**src/rtl/led_matrix_pkg.sv**
```systemverilog
// Shared types and helpers for the LED matrix datapath.
// Holds the pixel loader FSM encoding and address-width math.
package led_matrix_pkg;

   typedef enum logic [1:0] {
      IDLE,
      FETCH,
      COMMIT
   } state_t;

   // Framebuffer address = {section, row, column}.
   function automatic int addr_width(
      input int sections,
      input int row_bits,
      input int col_bits
   );
      return $clog2(sections) + row_bits + col_bits;
   endfunction

endpackage

```
**src/rtl/pixel_loader.sv**
```systemverilog
// Fetches one pixel column for every panel section from the framebuffer.
// Ports: clk_in/reset; start + row/column request; ram_addr/ram_en/ram_rdata
// framebuffer read port; pixel_out (section 0 in LSBs), busy, done, overrun.
module pixel_loader
   import led_matrix_pkg::*;
#(
   parameter int SECTIONS    = 2,
   parameter int ROW_BITS    = 4,
   parameter int COL_BITS    = 6,
   parameter int PIXEL_WIDTH = 16,
   parameter int RAM_LATENCY = 2,
   parameter int COL_REVERSE = 1
) (
   input  logic                                           clk_in,
   input  logic                                           reset,
   input  logic                                           start,
   input  logic [ROW_BITS-1:0]                            row_address,
   input  logic [COL_BITS-1:0]                            column_address,
   output logic [addr_width(SECTIONS,ROW_BITS,COL_BITS)-1:0] ram_addr,
   output logic                                           ram_en,
   input  logic [PIXEL_WIDTH-1:0]                         ram_rdata,
   output logic [SECTIONS*PIXEL_WIDTH-1:0]                pixel_out,
   output logic                                           busy,
   output logic                                           done,
   output logic                                           overrun
);

   localparam int AW = addr_width(SECTIONS, ROW_BITS, COL_BITS);
   localparam int SB = $clog2(SECTIONS);
   localparam int LW = (RAM_LATENCY > 1) ? $clog2(RAM_LATENCY) : 1;
   localparam int PW = SECTIONS * PIXEL_WIDTH;

   localparam logic [SB-1:0] LAST_SEC = SB'(SECTIONS - 1);
   localparam logic [LW-1:0] LAST_LAT = LW'(RAM_LATENCY - 1);

   function automatic logic [AW-1:0] make_addr(
      input logic [SB-1:0]       s,
      input logic [ROW_BITS-1:0] r,
      input logic [COL_BITS-1:0] c
   );
      return {s, r, (COL_REVERSE != 0) ? ~c : c};
   endfunction

   state_t              state_q, state_d;
   logic [ROW_BITS-1:0] row_q, row_d;
   logic [COL_BITS-1:0] col_q, col_d;
   logic [SB-1:0]       sec_q, sec_d;
   logic [LW-1:0]       lat_q, lat_d;
   logic [PW-1:0]       shadow_q, shadow_d;
   logic [PW-1:0]       pix_d;
   logic [AW-1:0]       addr_d;
   logic                en_d, busy_d, done_d, ovr_d;

   always_ff @(posedge clk_in or posedge reset) begin
      if (reset) begin
         state_q   <= IDLE;
         row_q     <= '0;
         col_q     <= '0;
         sec_q     <= '0;
         lat_q     <= '0;
         shadow_q  <= '0;
         pixel_out <= '0;
         ram_addr  <= '0;
         ram_en    <= 1'b0;
         busy      <= 1'b0;
         done      <= 1'b0;
         overrun   <= 1'b0;
      end else begin
         state_q   <= state_d;
         row_q     <= row_d;
         col_q     <= col_d;
         sec_q     <= sec_d;
         lat_q     <= lat_d;
         shadow_q  <= shadow_d;
         pixel_out <= pix_d;
         ram_addr  <= addr_d;
         ram_en    <= en_d;
         busy      <= busy_d;
         done      <= done_d;
         overrun   <= ovr_d;
      end
   end

   always_comb begin
      state_d  = state_q;
      row_d    = row_q;
      col_d    = col_q;
      sec_d    = sec_q;
      lat_d    = lat_q;
      shadow_d = shadow_q;
      pix_d    = pixel_out;
      addr_d   = ram_addr;
      en_d     = ram_en;
      busy_d   = busy;
      done_d   = 1'b0;
      ovr_d    = 1'b0;
      unique case (state_q)
         IDLE: begin
            if (start) begin
               row_d   = row_address;
               col_d   = column_address;
               sec_d   = '0;
               lat_d   = '0;
               addr_d  = make_addr('0, row_address, column_address);
               en_d    = 1'b1;
               busy_d  = 1'b1;
               state_d = FETCH;
            end
         end
         FETCH: begin
            ovr_d = start;
            if (lat_q == LAST_LAT) begin
               lat_d = '0;
               shadow_d[sec_q*PIXEL_WIDTH +: PIXEL_WIDTH] = ram_rdata;
               // Stop on the last section so the index never wraps.
               if (sec_q == LAST_SEC) begin
                  en_d    = 1'b0;
                  state_d = COMMIT;
               end else begin
                  sec_d  = sec_q + 1'b1;
                  addr_d = make_addr(sec_q + 1'b1, row_q, col_q);
               end
            end else begin
               lat_d = lat_q + 1'b1;
            end
         end
         COMMIT: begin
            ovr_d   = start;
            pix_d   = shadow_q;
            done_d  = 1'b1;
            busy_d  = 1'b0;
            state_d = IDLE;
         end
         default: state_d = IDLE;
      endcase
   end

endmodule

```
**config.mk**
```make
export PLATFORM = sky130hd
export DESIGN_NAME = pixel_loader
export DESIGN_NICKNAME = d
export VERILOG_FILES = /design/src/rtl/led_matrix_pkg.sv /design/src/rtl/pixel_loader.sv
export SDC_FILE = /design/constraint.sdc
export NUM_CORES = 1
export LEC_CHECK = 0
export ABC_AREA = 1
export CAP_MARGIN = 15
export CORE_MARGIN = 2
export CORE_UTILIZATION = 25
export CTS_CLUSTER_DIAMETER = 40
export CTS_CLUSTER_SIZE = 8
export DETAILED_ROUTE_END_ITERATION = 16
export GPL_TIMING_DRIVEN = 0
export PLACE_DENSITY = 0.55
export SLEW_MARGIN = 10
export SYNTH_ARGS = -nofsm -noshare
export SYNTH_HDL_FRONTEND = slang
export SYNTH_SLANG_ARGS = --single-unit
export TNS_END_PERCENT = 20
```
**constraint.sdc**
```tcl
create_clock -name clk_in -period 5.5 [get_ports clk_in]
set_clock_uncertainty 0.05 [all_clocks]
set_input_delay 0.825 -clock clk_in [delete_from_list [all_inputs] [get_ports clk_in]]
set_output_delay 0.825 -clock clk_in [all_outputs]
set_load 0.01 [all_outputs]
```
# Word level (Yosys, flattened, before mapping)
# Cells that the tools add are included.
[totals] rom_bits=0 memories=0 ramBits=0 inputBits=29 latchBits=0 regBits=93 elab_cells=59 out_inout_bits=47
[op_classes] addsub=3 order_cmp=0 n_eq_ne=6 n_reduce_logical=12 mux=22 shift=2 bitwise=2 multipliers=0 div_mod_pow=0
[ops] cell="$neg 5->34" count=1
[ops] cell="$shift 16x34->32 const A" count=1
[ops] cell="$shiftx 16x34->32" count=1
[ops] cell="$mux 11" count=3
[ops] cell="$bwmux 32" count=1
[ops] cell="$pmux 11 s2" count=1
[ops] cell="$not 6->6" count=2
[ops] cell="$mux 1" count=9
[ops] cell="$ne 2x2->1 const B" count=4
[ops] cell="$pmux 1 s2" count=4
[ops] cell="$reduce_and 2->1" count=4
[ops] cell="$reduce_and 4->1" count=2
[ops] cell="$mux 2" count=3
[ops] cell="$reduce_and 3->1" count=2
[ops] cell="$pmux 2 s2" count=1
[ops] cell="$reduce_bool 2->1" count=2
[ops] cell="$add 1x1->1 const B" count=2
[ops] cell="$eq 2x1->1 const B" count=1
[ops] cell="$eq 2x2->1 const B" count=1
[ops] cell="$logic_not 2->1" count=1
[ops] cell="$reduce_or 2->1" count=1

# Logic depth before layout (Yosys ltp)
# Gate-level depths: netlist of the first run.
[depth] depth_word=4 depth_mapped=10 depth_no_buf=8

# Worst setup path before layout of the first run
# Ideal clock, no wire load.
[synth_timing] path_type="in2reg" start="input start" end="register ram_addr[9]" setup_slack_ps=4059 t_required_ps=5333 setup_time_ps=117 arrival_ps=1275 path_buffers=1 stages=5 path_cell_list="nor2_1 > nor2_1 > buf_2 > nand3_1 > nand2_1"
[synth_between] elab_chain_len=2
[synth_rtl] item="start, declared" line="pixel_loader.sv:16" source="input logic start,"
[synth_rtl] item="$ne 2x2->1 (no line)"
[synth_rtl] item="$reduce_and 4->1 (no line)"
[synth_rtl] item="end signal, assigned" line="pixel_loader.sv:76" source="ram_addr <= addr_d;"
[synth_rtl] item="end, declared" line="pixel_loader.sv:19" source="output logic [addr_width(SECTIONS,ROW_BITS,COL_BITS)-1:0] ram_addr,"
# No other way between the ends.
# A chain may end at the register's enable or synchronous reset.

# Final worst setup path of the first run
[layout_timing] start="register pixel_out[1]" end="output pixel_out[1]"
[layout_rtl] item="start, declared" line="pixel_loader.sv:22" source="output logic [SECTIONS*PIXEL_WIDTH-1:0] pixel_out,"
[layout_rtl] item="start signal, assigned" line="pixel_loader.sv:75" source="pixel_out <= pix_d;"
# No word-level cell between the ends.

==> results of run 1 <==
-- worst max-delay path by stage --
stage                             start  depth (start not counted)                   endpoint  slack, ns
3_3_place_gp                      reset                          2  pixel_out[23]$_DFFE_PP0P_       0.75
2_1_floorplan                     reset                          1           busy$_DFFE_PP0P_       2.20
5_1_grt              ram_en$_DFFE_PP0P_                          1                     ram_en       3.30
3_5_place_dp                      start                          5       col_q[4]$_DFFE_PP0P_       3.31
6_report       pixel_out[1]$_DFFE_PP0P_                          1               pixel_out[1]       3.36
4_1_cts              ram_en$_DFFE_PP0P_                          1                     ram_en       3.34
-- layout by cell type (no fill, tap or decap), types with 2 or more instances in the layout --
master / n
clkbuf_1: 6
inv_1: 45
clkdlybuf4s50_1: 75
dfrtp_1: 93
o21ai_0: 46
nand2_1: 199
clkbuf_16: 9
nand3_1: 13
buf_2: 11
buf_6: 2
nand2_2: 4
inv_6: 4
ha_1: 4
o21ai_1: 5
clkinv_4: 2
nor2_1: 2
-- logic make-up after synthesis --
kind of cell,Yosys count,share of synthesized area
AND/OR/NAND/NOR,219,0.2249
flip-flops,93,0.6153
buffers and inverters,68,0.07741
AO/OA/AOI/OAI,52,0.06914
adder cells (fa/ha/maj),4,0.01323
-- routing by layer --
metal  up-vias  track usage  share of wire
li1       1498            -              -
met1      1399       0.1625           0.50
met2        56       0.1790           0.45
met3         7      0.03183          0.043
met4         0      0.03685          0.011
met5         -            0              0
-- state kept, by name, summed over array words and instances, names as in the netlist --
name and flops:
busy 1, row_q 4, col_q 6, ram_en 1, overrun 1, done 1
pixel_out 32, ram_addr 11, state_q 2, shadow_q 32, lat_q 1, sec_q 1
-- cell type report --
type / instances / area, sq um
Sequential cell: 93 / 2327
Tap cell: 184 / 230.2
Fill cell: 1511 / 9560
Timing Repair Buffer: 76 / 778.2
Clock inverter: 6 / 51.30
Multi-Input combinational cell: 275 / 1162
Clock buffer: 10 / 239.0
Inverter: 48 / 187.7
Buffer: 20 / 107.6
-- where the power goes --
group,switching [mW],internal [mW]
combinational,0.650,0.574
clock,0.272,0.325
sequential,0.188,1.03
-- through the flow --
step | cell area, sq um | util | total power, mW | worst slack (ns)
after global placement | 4763 | 0.3253 | 2.423 | 0.7465
after CTS | 5084 | 0.3471 | 3.074 | 3.345
after floorplan | 3782 | - | 1.881 | 2.205
after detailed placement | 4793 | 0.3273 | 2.461 | 3.309
final | 5084 | 0.3471 | 3.036 | 3.356
after global routing | 5084 | 0.3471 | 3.291 | 3.304
==> results.json, run 1 <==
{
  "synth-seq-cells": 93,
  "ys_warn_count": 0,
  "io-pin-count": 76,
  "max_cap_viol_count": 0,
  "max_freq_ghz": 0.4665,
  "endpoint_kind": "primary output",
  "cts.sinks": 93,
  "cp.arrival_ns": 1.27,
  "cts_buffer_depth": 2,
  "crit_buf_inv": 1,
  "root_buffer": "clkbuf_16",
  "grt_pass1_vias": 2954,
  "holdPathStages": 2,
  "core-area_sq_mm": 0.01464,
  "synth_ff_type": "dfrtp_1",
  "grt_max_degree": 53,
  "synth_nets": 469,
  "cp-start-kind": "flip-flop",
  "final_antenna_net_count": 0,
  "final_nets": 556,
  "slew_violations": 0,
  "worst-setup-path-type": "reg -> out",
  "num_vias": 2960,
  "ir_drop_uv": 173.2,
  "slew-limit-headroom": 0.6262,
  "drt_iter0_drc": 106,
  "rsz0062_at_grt": "no",
  "drcViolationCount": 0,
  "synth_top_area_cell": "dfrtp_1",
  "synthArstFlopShare": 1.000,
  "hold_viol": 0,
  "hold_end": "pixel_out[3]$_DFFE_PP0P_",
  "path_clk_slew_ns": 0.07,
  "antenna_cells": 0,
  "viasPerCell": 4.157,
  "synth_edf_count": 0,
  "port_buffers": 75,
  "ys_top_cells_by_count": "nand2_1 (199), dfrtp_1 (93), inv_1 (46), o21ai_0 (46), nand3_1 (13)",
  "die_x_microns": 127,
  "dp_hpwl_microns": 6697,
  "p_leak_nw": 2.585,
  "status": "completed",
  "grt_pass1_wl_microns": 14890,
  "ys_seq_area_frac": 0.6153,
  "fin_hold_ws_ns": 0.4205,
  "initial_utilization": 0.2583,
  "synthDistinctLibCells": 17,
  "clkLatencyLatePin_ns": 0.33,
  "setup_viol": 0,
  "synth_area_per_cell_sq_um": 8.675,
  "tns_ns": 0,
  "firstDrtPassIters": 4,
  "fin_crit_sh": 0.3898,
  "powerDensity_mw_per_mm2": 597.1,
  "hp-class": "reg -> reg",
  "die_y_microns": 127,
  "synth.most_common_cell": "nand2_1",
  "holdCritStartpoint": "pixel_out[3]$_DFFE_PP0P_",
  "max_stage_delay_ns": 0.55,
  "synthTopCellsByArea": "dfrtp_1 (62%), nand2_1 (20%), o21ai_0 (6.1%)",
  "synth_area_sq_mm": 0.003782,
  "syn_inst": 436,
  "r2r-start": "state_q[0]$_DFFE_PP0P_",
  "grt_use_total": 0.1171,
  "cts_tree": "built",
  "wirelength_microns": 9072,
  "grt.overflow.total": 0,
  "rows": 44,
  "die_area_sq_mm": 0.01613,
  "drive_gt1_frac": 0.07197,
  "post_drt_wl_per_cell_microns": 12.74,
  "crit_chain": "clkdlybuf4s50_1",
  "max_slew.worst_pin.slew_ns": 0.5607,
  "finalNonFillerCells": 712,
  "antenna_found_initial": 0,
  "critPathMaxFanout": 2,
  "cts_setup_buffers": 0,
  "r2r_end": "pixel_out[23]$_DFFE_PP0P_",
  "gp_congestion": 0.7675,
  "r2r_slack_ns": 3.81,
  "placed_cells": 696,
  "syn_to_final_growth_pct": 34.40,
  "crit_family": "buffers and inverters",
  "required_ns": 4.62,
  "slowest_stage": "clkdlybuf4s50_1",
  "fin_crit_ns": 2.144,
  "r2r_cells": 6,
  "cts_max_level": 3,
  "cts_made_buffers": 9,
  "cts_hold_buf": 0,
  "cts_resized": 0,
  "yosysTopAreaCellShare": 0.6153
}
(Power assumes the default switching activity.)
==> run 2: changes to the inputs <==
Clock period 5.5 ns to 2.2 ns, I/O delays scaled along.
==> run 2 against run 1 <==
Against the previous run:
- cell area rose by 0.52%
- largest cell class unchanged
- critical endpoint is now pixel_out[18]$_DFFE_PP0P_
- utilization is 0.18 points higher
- final cell count grew 0.14%
- largest power group is now sequential cells
- non-clock buffer count up 1
- register-to-register slack worse by 3.3 ns
==> results.json, run 2 (synthesis results as in run 1) <==
{
  "status": "completed",
  "required_ns": 2.43,
  "cts_max_level": 3,
  "die_x_microns": 127,
  "crit_chain": "inv_1 > ha_1 > clkbuf_1 > clkbuf_1 > nand2_1 > nand2_1",
  "fin_crit_sh": 0.7668,
  "mostFrequentLayoutCells": "nand2_1 (199), dfrtp_1 (93), clkdlybuf4s50_1 (75), o21ai_0 (46), inv_1 (45)",
  "slowest_stage": "dfrtp_1",
  "final_common_cell": "nand2_1",
  "biggestRegsByFlops": "pixel_out (32), shadow_q (32), ram_addr (11)",
  "swShare": 0.3598,
  "grt_pass1_wl_microns": 14910,
  "firstDrtPassIters": 5,
  "hp-class": "reg -> reg",
  "postLayoutSetupSlackWorst_ns": 0.5131,
  "slew-limit-headroom": 0.4702,
  "grt_pass1_vias": 2948,
  "rows": 44,
  "drcViolationCount": 0,
  "antenna_found_initial": 0,
  "endpoint_kind": "flip-flop",
  "regArea_sq_mm": 0.002327,
  "hold_viol": 0,
  "grt_use_total": 0.1167,
  "ir_drop_uv": 466.3,
  "root_buffer": "clkbuf_16",
  "cts_buffer_depth": 2,
  "num_vias": 2940,
  "multi_input_area_sq_mm": 0.001162,
  "die_area_sq_mm": 0.01613,
  "r2r-start": "state_q[0]$_DFFE_PP0P_",
  "port_buffers": 75,
  "slew_violations": 0,
  "fin_hold_ws_ns": 0.4196,
  "dp_hpwl_microns": 6716,
  "crit_family": "buffers and inverters",
  "placed_cells": 697,
  "dp_slack_ns": 0.5028,
  "cp.arrival_ns": 1.91,
  "final_nets": 557,
  "post_drt_wl_per_cell_microns": 12.54,
  "n_fill_cell": 1500,
  "holdCritStartpoint": "ram_addr[1]$_DFFE_PP0P_",
  "comb_power_share": 0.398,
  "clkLatencyLatePin_ns": 0.33,
  "placed_cell_area_sq_mm": 0.004807,
  "drt_iter0_drc": 219,
  "grt.overflow.total": 0,
  "cts_made_buffers": 9,
  "viasPerCell": 4.123,
  "cts_hold_buf": 0,
  "setup_viol": 0,
  "cts.sinks": 93,
  "cts_tree": "built",
  "gp_congestion": 0.7529,
  "fin_total_pwr_mw": 7.651,
  "path_clk_slew_ns": 0.07,
  "grt_max_degree": 35,
  "finalNonFillerCells": 713,
  "seqPwrFrac": 0.397,
  "final_cell_area_sq_mm": 0.005110,
  "final_antenna_net_count": 0,
  "max_cap_viol_count": 0,
  "cts_resized": 0,
  "crit_start": "state_q[0]$_DFFE_PP0P_",
  "crit_buf_inv": 3,
  "syn_to_final_growth_pct": 35.10,
  "netSwitchingPower_mw": 2.753,
  "wirelength_microns": 8940,
  "critPathMaxFanout": 10,
  "fin_crit_ns": 1.687,
  "powerDensity_mw_per_mm2": 1497,
  "antenna_cells": 0,
  "cp-start-kind": "flip-flop",
  "initial_utilization": 0.2583,
  "internal-power_mw": 4.898,
  "drive_gt1_frac": 0.07372,
  "max_slew.worst_pin.slew_ns": 0.7930,
  "worst-setup-path-type": "reg -> reg",
  "p_leak_nw": 2.599,
  "core-area_sq_mm": 0.01464,
  "io-pin-count": 76,
  "rsz0062_at_grt": "no",
  "max_stage_delay_ns": 0.41,
  "max_freq_ghz": 0.5928,
  "cts_setup_buffers": 0,
  "clkPwrFrac": 0.205,
  "die_y_microns": 127
}
==> run 2: path summary, 6_finish.rpt <==
kind | to | slack (ns) | cells after the start
worst min-delay path | ram_addr[1]$_DFFE_PP0P_ | 0.42 | 2
max in group asynchronous | shadow_q[2]$_DFFE_PP0P_ | 1.06 | 3
worst max-delay path | pixel_out[18]$_DFFE_PP0P_ | 0.51 | 6
min in group asynchronous | ram_addr[2]$_DFFE_PP0P_ | 0.44 | 2
worst max register to register | pixel_out[18]$_DFFE_PP0P_ | 0.51 | 6
worst min register to register | ram_addr[1]$_DFFE_PP0P_ | 0.42 | 2
==> run 2: worst min-delay path, cell delays in order, from the launching register on <==
cell and delay (ns):
dfrtp_1 0.34, nand2_1 0.05, nand2_1 0.05
==> run 2: through the flow <==
stage	TNS [ns]	util
2_1_floorplan	0	-
3_3_place_gp	-25.38	0.3255
3_5_place_dp	0	0.3283
4_1_cts	0	0.3489
5_1_grt	0	0.3489
6_report	0	0.3489
==> run 2: per-layer routing <==
metal,vias to the layer above,part of all wire,global-route usage
met3,4,0.040,0.02806
met5,-,0,0
met1,1375,0.49,0.1677
met2,50,0.46,0.1755
met4,0,0.010,0.03491
li1,1511,-,-
==> run 2: layout make-up <==
| cell class | count | share of cell area |
|---|---|---|
| Clock inverter | 7 | 0.01518 |
| Inverter | 48 | 0.03697 |
| Clock buffer | 9 | 0.04407 |
| Multi-Input combinational cell | 275 | 0.2275 |
| Sequential cell | 93 | 0.4554 |
| Tap cell | 184 | 0.04505 |
| Buffer | 20 | 0.02106 |
| Timing Repair Buffer | 77 | 0.1548 |
==> run 2: power by group through the flow <==
stage	registers, mW	logic (mW)	clock network [mW]
after floorplan	3.17	1.53	0
after global placement	3.05	3.02	0
after detailed placement	3.07	3.09	0
after CTS	3.05	3.10	1.62
after global routing	3.17	3.44	1.70
final	3.04	3.04	1.57
